===== config.mk =====
export PLATFORM = sky130hd
export DESIGN_NAME = seven_seg_mux_driver
export DESIGN_NICKNAME = d
export VERILOG_FILES = /design/src/rtl/seven_seg_mux_driver_pkg.sv /design/src/rtl/seven_seg_mux_driver_hex_decode.sv /design/src/rtl/seven_seg_mux_driver.sv
export SDC_FILE = /design/constraint.sdc
export NUM_CORES = 1
export LEC_CHECK = 0
export ABC_CLOCK_PERIOD_IN_PS = 3500
export BUFFER_PORTS_ARGS = -buffer_cell sky130_fd_sc_hd__buf_2
export CAP_MARGIN = 40
export CORE_ASPECT_RATIO = 1.2
export CORE_MARGIN = 2
export CORE_UTILIZATION = 48
export CTS_BUF_LIST = sky130_fd_sc_hd__clkbuf_2 sky130_fd_sc_hd__clkbuf_4 sky130_fd_sc_hd__clkbuf_8
export DETAILED_ROUTE_END_ITERATION = 10
export PLACE_DENSITY = 0.77
export SLEW_MARGIN = 20
export SYNTH_ARGS = -nofsm -noshare
export SYNTH_HDL_FRONTEND = slang
export SYNTH_SLANG_ARGS = --single-unit

===== constraint.sdc =====
create_clock -name clk -period 3.5 [get_ports clk]
set_clock_uncertainty 0.2 [all_clocks]
set_input_delay 0.175 -clock clk [delete_from_list [all_inputs] [get_ports clk]]
set_output_delay 0.175 -clock clk [all_outputs]
set_load 0.02 [all_outputs]

===== src/rtl/seven_seg_mux_driver_pkg.sv =====
// seven_seg_mux_driver_pkg: segment patterns and bit positions shared by the seven-segment driver.
package seven_seg_mux_driver_pkg;
    localparam logic [6:0] SEG_0     = 7'b1111110;
    localparam logic [6:0] SEG_1     = 7'b0110000;
    localparam logic [6:0] SEG_2     = 7'b1101101;
    localparam logic [6:0] SEG_3     = 7'b1111001;
    localparam logic [6:0] SEG_4     = 7'b0110011;
    localparam logic [6:0] SEG_5     = 7'b1011011;
    localparam logic [6:0] SEG_6     = 7'b1011111;
    localparam logic [6:0] SEG_7     = 7'b1110000;
    localparam logic [6:0] SEG_8     = 7'b1111111;
    localparam logic [6:0] SEG_9     = 7'b1111011;
    localparam logic [6:0] SEG_A     = 7'b1110111;
    localparam logic [6:0] SEG_B     = 7'b0011111;
    localparam logic [6:0] SEG_C     = 7'b1001110;
    localparam logic [6:0] SEG_D     = 7'b0111101;
    localparam logic [6:0] SEG_E     = 7'b1001111;
    localparam logic [6:0] SEG_F     = 7'b1000111;
    localparam logic [6:0] SEG_BLANK = 7'b0000000;
    localparam int SEG_BIT_A = 6;
    localparam int SEG_BIT_B = 5;
    localparam int SEG_BIT_C = 4;
    localparam int SEG_BIT_D = 3;
    localparam int SEG_BIT_E = 2;
    localparam int SEG_BIT_F = 1;
    localparam int SEG_BIT_G = 0;
    localparam logic [6:0] SEG_LUT [16] = '{SEG_0, SEG_1, SEG_2, SEG_3, SEG_4, SEG_5, SEG_6, SEG_7,
                                           SEG_8, SEG_9, SEG_A, SEG_B, SEG_C, SEG_D, SEG_E, SEG_F};
endpackage


===== src/rtl/seven_seg_mux_driver_hex_decode.sv =====
// seven_seg_hex_decode: combinational hex nibble to {a..g} segment pattern.
module seven_seg_hex_decode
    import seven_seg_mux_driver_pkg::*;
(
    input  logic [3:0] nib,
    output logic [6:0] seg
);
    always_comb seg = SEG_LUT[nib];
endmodule


===== src/rtl/seven_seg_mux_driver.sv =====
// seven_seg_mux_driver: time-multiplexed N-digit hex display driver with tear-free double buffering.
module seven_seg_mux_driver
    import seven_seg_mux_driver_pkg::*;
#(
    parameter int NUM_DIGITS     = 4,
    parameter int REFRESH_DIV    = 50000,
    parameter int SEG_ACTIVE_LOW = 0,
    parameter int AN_ACTIVE_LOW  = 0
) (
    input  logic                    clk,
    input  logic                    reset,
    input  logic [4*NUM_DIGITS-1:0] value,
    input  logic [NUM_DIGITS-1:0]   blank_mask,
    input  logic [NUM_DIGITS-1:0]   dp_mask,
    input  logic                    lz_en,
    input  logic                    load,
    output logic [6:0]              seg,
    output logic                    dp,
    output logic [NUM_DIGITS-1:0]   an,
    output logic                    frame_tick
);
    localparam int W  = 4 * NUM_DIGITS;
    localparam int CW = REFRESH_DIV > 1 ? $clog2(REFRESH_DIV) : 1;
    localparam int DW = NUM_DIGITS > 1 ? $clog2(NUM_DIGITS) : 1;
    localparam logic [CW-1:0] CNT_LAST = CW'(REFRESH_DIV - 1);
    localparam logic [DW-1:0] IDX_LAST = DW'(NUM_DIGITS - 1);
    localparam logic [NUM_DIGITS-1:0] AN_ONE = NUM_DIGITS'(1);
    localparam logic SEG_INV = SEG_ACTIVE_LOW != 0;
    localparam logic AN_INV  = AN_ACTIVE_LOW != 0;

    logic [CW-1:0]         cnt_q, cnt_d;
    logic [DW-1:0]         idx_q, idx_d;
    logic [W-1:0]          sh_value_q, sh_value_d, fr_value_q, fr_value_d;
    logic [NUM_DIGITS-1:0] sh_blank_q, sh_blank_d, fr_blank_q, fr_blank_d;
    logic [NUM_DIGITS-1:0] sh_dp_q, sh_dp_d, fr_dp_q, fr_dp_d;
    logic                  sh_lz_q, sh_lz_d, fr_lz_q, fr_lz_d;
    logic                  pending_q, pending_d;
    logic [6:0]            seg_q, seg_d, hex_seg;
    logic                  dp_q, dp_d, tick_q, tick_d;
    logic [NUM_DIGITS-1:0] an_q, an_d;
    logic                  cnt_wrap, boundary, take_live, take_sh, blank, dp_bit, lz_off;
    logic [3:0]            nib;

    seven_seg_hex_decode u_dec (.nib(nib), .seg(hex_seg));

    always_comb begin
        cnt_wrap   = cnt_q == CNT_LAST;
        boundary   = cnt_wrap && idx_q == IDX_LAST;
        cnt_d      = cnt_wrap ? '0 : cnt_q + 1'b1;
        idx_d      = !cnt_wrap ? idx_q : (idx_q == IDX_LAST ? '0 : idx_q + 1'b1);
        sh_value_d = load ? value : sh_value_q;
        sh_blank_d = load ? blank_mask : sh_blank_q;
        sh_dp_d    = load ? dp_mask : sh_dp_q;
        sh_lz_d    = load ? lz_en : sh_lz_q;
        pending_d  = !boundary && (load || pending_q);
        // A load landing on the boundary itself skips the shadow so it is not a frame late
        take_live  = boundary && load;
        take_sh    = boundary && !load && pending_q;
        fr_value_d = take_live ? value : (take_sh ? sh_value_q : fr_value_q);
        fr_blank_d = take_live ? blank_mask : (take_sh ? sh_blank_q : fr_blank_q);
        fr_dp_d    = take_live ? dp_mask : (take_sh ? sh_dp_q : fr_dp_q);
        fr_lz_d    = take_live ? lz_en : (take_sh ? sh_lz_q : fr_lz_q);
        nib        = 4'(fr_value_q >> {idx_q, 2'b00});
        blank      = 1'(fr_blank_q >> idx_q);
        dp_bit     = 1'(fr_dp_q >> idx_q);
        // Suppressed when this nibble and every one above it are zero
        lz_off     = fr_lz_q && idx_q != '0 && (fr_value_q >> {idx_q, 2'b00}) == '0;
        seg_d      = ((blank || lz_off) ? SEG_BLANK : hex_seg) ^ {7{SEG_INV}};
        dp_d       = (!blank && dp_bit) ^ SEG_INV;
        an_d       = (AN_ONE << idx_q) ^ {NUM_DIGITS{AN_INV}};
        tick_d     = boundary;
    end

    always_ff @(posedge clk) begin
        if (reset) begin
            cnt_q      <= '0;
            idx_q      <= '0;
            sh_value_q <= '0;
            sh_blank_q <= '0;
            sh_dp_q    <= '0;
            sh_lz_q    <= 1'b0;
            pending_q  <= 1'b0;
            fr_value_q <= '0;
            fr_blank_q <= '0;
            fr_dp_q    <= '0;
            fr_lz_q    <= 1'b0;
            seg_q      <= {7{SEG_INV}};
            dp_q       <= SEG_INV;
            an_q       <= {NUM_DIGITS{AN_INV}};
            tick_q     <= 1'b0;
        end else begin
            cnt_q      <= cnt_d;
            idx_q      <= idx_d;
            sh_value_q <= sh_value_d;
            sh_blank_q <= sh_blank_d;
            sh_dp_q    <= sh_dp_d;
            sh_lz_q    <= sh_lz_d;
            pending_q  <= pending_d;
            fr_value_q <= fr_value_d;
            fr_blank_q <= fr_blank_d;
            fr_dp_q    <= fr_dp_d;
            fr_lz_q    <= fr_lz_d;
            seg_q      <= seg_d;
            dp_q       <= dp_d;
            an_q       <= an_d;
            tick_q     <= tick_d;
        end
    end

    assign seg        = seg_q;
    assign dp         = dp_q;
    assign an         = an_q;
    assign frame_tick = tick_q;
endmodule


Word level (Yosys, flattened, before mapping)
Memories as Yosys holds them, arrays and structs flattened. A register that Yosys moved wholly into a read port is not among the register bits.
Cells that the tools add are included.
{"block": "word_totals", "mem_count": 1, "regBits": 75, "word_cells": 51, "output_inout_bits": 13, "in_bits": 28, "rom_bits": 112}
{"memory": "(no name shown)", "words": 16, "word_bits": 7, "read_ports": 1, "rd_ports_with_merged_regs": 1, "write_ports": 0, "line_no": "seven_seg_mux_driver_hex_decode.sv:8", "text": "always_comb seg = SEG_LUT[nib];"}
{"block": "op_classes", "shift": 4, "reduce_logical": 18, "n_eq_ne": 2, "mux": 9, "add_sub_neg": 2, "n_bitwise": 1}
{"op": "two-way mux 16 bit", "n": 2}
{"op": "adder 16 x 1 -> 16 bit, second input constant", "n": 1}
{"op": "== test 16 bit, second input constant", "n": 1}
{"op": "logical NOT 16 bit", "n": 1}
{"op": "two-way mux 4 bit", "n": 4}
{"op": ">> shifter 16 x 4 -> 16 bit", "n": 1}
{"op": "logical AND 1 bit", "n": 8}
{"op": ">> shifter 4 x 2 -> 1 bit", "n": 2}
{"op": "NOT 4 -> 5 bit", "n": 1}
{"op": "nonzero test 2 bit", "n": 2}
{"op": "OR reduction 2 bit", "n": 2}
{"op": "left shift 1 x 2 -> 4 bit, first input constant", "n": 1}
{"op": "logical NOT 1 bit", "n": 3}
{"op": "adder 2 x 1 -> 2 bit, second input constant", "n": 1}
{"op": "== test 2 bit, second input constant", "n": 1}
{"op": "logical OR 1 bit", "n": 2}
{"op": "two-way mux 1 bit", "n": 2}
{"op": "two-way mux 2 bit", "n": 1}

Depth between registers and ports, before layout
{"block": "logic_depth", "word_depth": 6, "ltp_mapped": 9, "mapped_depth_nobuf": 8}

By module
From an unflattened synthesis, not the netlist that was laid out.
{"block": "hier_totals", "cells_unflattened": 352, "area_unflattened_um2": 3776.1}
{"mod": "seven_seg_mux_driver", "cells_each": 318, "seq_area_each_um2": 1641.6, "instances": 1, "area_each_um2": 3475.8}
{"mod": "seven_seg_hex_decode", "cells_each": 34, "seq_area_each_um2": 0.0, "instances": 1, "area_each_um2": 300.3}

Worst setup path before layout
No wires, ideal clock.
{"block": "synth_path", "path_type": "reg2reg", "startpoint": "register idx_q[0]", "endpoint": "register seg_q[3], in the netlist seg[3]", "slack_ps": 903, "t_arrival_ps": 2255, "path_stages_with_launch": 10, "setup_ps": 142, "t_required_ps": 3158, "period_less_slack_ps": 2597, "path_cell_list": "dfxtp_1 > buf_6 > mux4_1 > inv_1 > ha_1 > nor4bb_1 > o211ai_1 > a221oi_1 > or2_4 > a221oi_1"}
{"block": "synth_via", "elab_chain_cells": 5, "word_cells_on_any_way": 9, "classes_between": "shift: 2; bitwise: 1; reduce/logical: 6"}
{"item": "from (decl)", "line_no": "seven_seg_mux_driver.sv:32", "text": "logic [DW-1:0] idx_q, idx_d;"}
{"item": "from (signal assigned)", "line_no": "seven_seg_mux_driver.sv:93", "text": "idx_q <= idx_d;"}
{"item": ">> shifter 16 x 4 -> 16 bit or nonzero test 2 bit (tied branches)", "line_no": "seven_seg_mux_driver.sv:67", "text": "lz_off = fr_lz_q && idx_q != '0 && (fr_value_q >> {idx_q, 2'b00}) == '0;"}
{"item": "logical NOT 16 bit or logical AND 1 bit (tied branches)", "line_no": "seven_seg_mux_driver.sv:67"}
{"item": "logical AND 1 bit", "line_no": "seven_seg_mux_driver.sv:67"}
{"item": "logical OR 1 bit", "line_no": "seven_seg_mux_driver.sv:68", "text": "seg_d = ((blank || lz_off) ? SEG_BLANK : hex_seg) ^ {7{SEG_INV}};"}
{"item": "OR reduction 2 bit (no source line)"}
{"item": "to (decl)", "line_no": "seven_seg_mux_driver.sv:38", "text": "logic [6:0] seg_q, seg_d, hex_seg;"}
Parallel ways exist; a longest one is shown, timed or not.
A chain may end at the register's enable or synchronous reset.

Final worst setup path
{"block": "layout_path", "startpoint": "register idx_q[0]", "endpoint": "register seg_q[0], in the netlist seg[0]"}
The elaborated chain is that of the path after synthesis.

==> flow_summary.json <==
{
  "ir_drop_mv": 0.258,
  "endpoint_kind": "flop",
  "nets": 462,
  "startpoint_type": "flop",
  "maxSlewViolCount": 0,
  "arrival_ns": 2.98,
  "max_slew_margin_pct": 52.1,
  "cp_top_family": "multiplexers",
  "hold_path_class": "in2reg",
  "cts_buffers": 9,
  "synth_area_um2": 3480,
  "synth_nets": 401,
  "min_period_over_period_pct": 84.8,
  "post_drt_wl_per_cell_um": 13.3,
  "grt_max_degree": 52,
  "power_density_nw_per_um2": 439,
  "final-setup-viol-count": 0,
  "diodes": 0,
  "first_pass_iters": 4,
  "cts_buffer_depth": 2,
  "area_growth_pct": 21.8,
  "drive_above_1_share_pct": 15.9,
  "max_clock_freq_mhz": 337,
  "status": "finished clean",
  "cts_setup_buffers": 0,
  "ios": 41,
  "synth_edf_count": 0,
  "path_class": "reg2reg",
  "holdWs_ns": 0.0195,
  "clockRootBuffer": "clkbuf_8",
  "drt_iter0_markers": 120,
  "start_util_pct": 48.7,
  "clkLatencyLatePin_ns": 0.35,
  "ant_nets": 0,
  "synthFlopType": "dfxtp_1",
  "cp_slowest_cell": "mux4_1",
  "final_core_util_pct": 59.3,
  "rows": 34,
  "finalHoldViolCount": 0,
  "grt_pass1_vias": 2542,
  "htreeDepth": 3,
  "async_reset_ff_share_pct": 0,
  "die_area_um2": 7950,
  "synth_cells": 363,
  "yosysSeqAreaShare_pct": 47.2,
  "clk_pin_slew_worst_paths_ns": 0.08,
  "vias_per_cell": 5.21,
  "grt_pass1_wl_mm": 11.7,
  "max_cap_violations": 0,
  "worst_pin_slew_ns": 0.716,
  "clock-sinks": 82,
  "antenna_found_initial": 0,
  "syn_area_per_cell_um2": 9.58,
  "critPathRequiredTime_ns": 3.51,
  "die_h_um": 97.3,
  "grt_setup_unrepaired": "no",
  "die_width_um": 81.7,
  "drc": 0,
  "crit_buf_inv": 1,
  "io_buffer_count": 40,
  "yosys_register_bits": 82,
  "vias": 2704,
  "core_area_um2": 7150,
  "cellLeakagePower_uw": 0.00174,
  "path_cells": "mux4_1 > inv_1 > ha_1 > nor4bb_1 > o211ai_1 > a221oi_1 > or2_4 > a311oi_1",
  "tns_ns": 0,
  "path_max_fanout": 7,
  "ys_warn_count": 0,
  "hpwl_mm": 4.72,
  "grtUsageTotal_pct": 18.6,
  "fin_crit_ns": 2.97,
  "drt-total-wl_mm": 6.89,
  "synthDistinctLibCells": 42,
  "critPathMaxStageDelay_ns": 0.68,
  "cts_tree": "built",
  "overflow": 0,
  "gp_congestion": 0.885
}
==> metal layers <==
layer / up-vias / GRT usage, % / share of wire, %
li1: 1384 / - / -
met1: 1260 / 24.8 / 46
met2: 51 / 29.8 / 48
met3: 9 / 4.46 / 4.0
met4: 0 / 5.38 / 1.3
met5: - / 0 / 0
==> registers in the layout (all words and copies together), names as in the netlist <==
| register | count |
|---|---|
| seg | 7 |
| sh_dp_q | 4 |
| fr_value_q | 16 |
| cnt_q | 16 |
| an | 4 |
| pending_q | 1 |
| fr_blank_q | 4 |
| sh_value_q | 16 |
| frame_tick | 1 |
| idx_q | 2 |
| sh_lz_q | 1 |
| sh_blank_q | 4 |
| dp | 1 |
| fr_lz_q | 1 |
| fr_dp_q | 4 |
==> path summary, 6_finish.rpt <==
| check | end | startpoint | cells after the start | slack, ns |
|---|---|---|---|---|
| max | seg[0] | idx_q[0] | 8 | 0.53 |
| min | sh_value_q[14] | reset | 2 | 0.02 |
| max reg2reg | seg[0] | idx_q[0] | 8 | 0.53 |
| min reg2reg | cnt_q[0] | cnt_q[0] | 1 | 0.27 |
==> timing repair <==
item                                   in CTS  in global routing
endpoints found under the hold margin      36                  0
gates resized for setup                     0                  0
hold buffers                               25                  0
==> cells in the mapped netlist (9+ instances only) <==
| cell type | number | area, um2 |
|---|---|---|
| dfxtp_1 | 82 | 1640 |
| nor2_1 | 53 | 199 |
| mux2i_1 | 30 | 300 |
| nand2_1 | 29 | 109 |
| o21ai_0 | 18 | 90.1 |
| nand2b_1 | 15 | 93.8 |
| nor3_1 | 12 | 60.1 |
| a22oi_1 | 11 | 82.6 |
| clkbuf_1 | 11 | 41.3 |
| o2bb2ai_1 | 11 | 96.3 |
| ha_1 | 10 | 125 |
| inv_1 | 9 | 33.8 |
| xor2_1 | 9 | 78.8 |
==> cells by family after synthesis <==
logic type               count (synthesis)  share of synthesized area (%)
adder cells (fa/ha/maj)                 10                           3.60
AO/OA/AOI/OAI                           55                           11.1
flip-flops                              82                           47.2
XOR/XNOR                                17                           4.28
multiplexers                            36                           12.1
buffers and inverters                   29                           3.67
AND/OR/NAND/NOR                        134                           18.1
==> power breakdown <==
| part | leakage, uW | switching [uW] | total [uW] | internal (uW) |
|---|---|---|---|---|
| Sequential | 0.000669 | 10.1 | 967 | 957 |
| Combinational | 0.000948 | 61.3 | 128 | 66.5 |
| Clock | 0.000118 | 327 | 766 | 439 |
| Total | 0.00174 | 399 | 1860 | 1460 |
==> cell type report <==
type / instances / area [um2]
inverters: 9 / 33.8
clock buffers: 12 / 153
fillers: 654 / 2910
repair buffers: 70 / 508
well taps: 90 / 113
multi-input cells: 252 / 1710
clock inverters: 4 / 73.8
flip-flops and latches: 82 / 1640
==> cells in the final DEF, fill, tap and decap left out, types with 8 or more instances in the layout <==
cell type,netlist,layout
clkbuf_8,0,10
nor3_1,12,11
dfxtp_1,82,82
inv_1,9,9
mux2i_1,30,30
nand2_1,29,29
nand2b_1,15,15
nor2_1,53,53
buf_2,6,40
dlygate4sd3_1,0,25
a22oi_1,11,11
xor2_1,9,9
ha_1,10,10
o2bb2ai_1,11,11
o21ai_0,18,18
xnor2_1,8,8
==> through the flow <==
step	instances	total power [uW]	instance area (um2)	worst slack [ns]
3_3_place_gp	476	1090	3720	0.731
6_report	519	1860	4240	0.530
2_1_floorplan	363	1060	3480	0.903
3_5_place_dp	476	1090	3720	0.579
4_1_cts	517	1870	4200	0.561
5_1_grt	519	1930	4240	0.388
No activity file was read; power rests on OpenSTA's default activity.
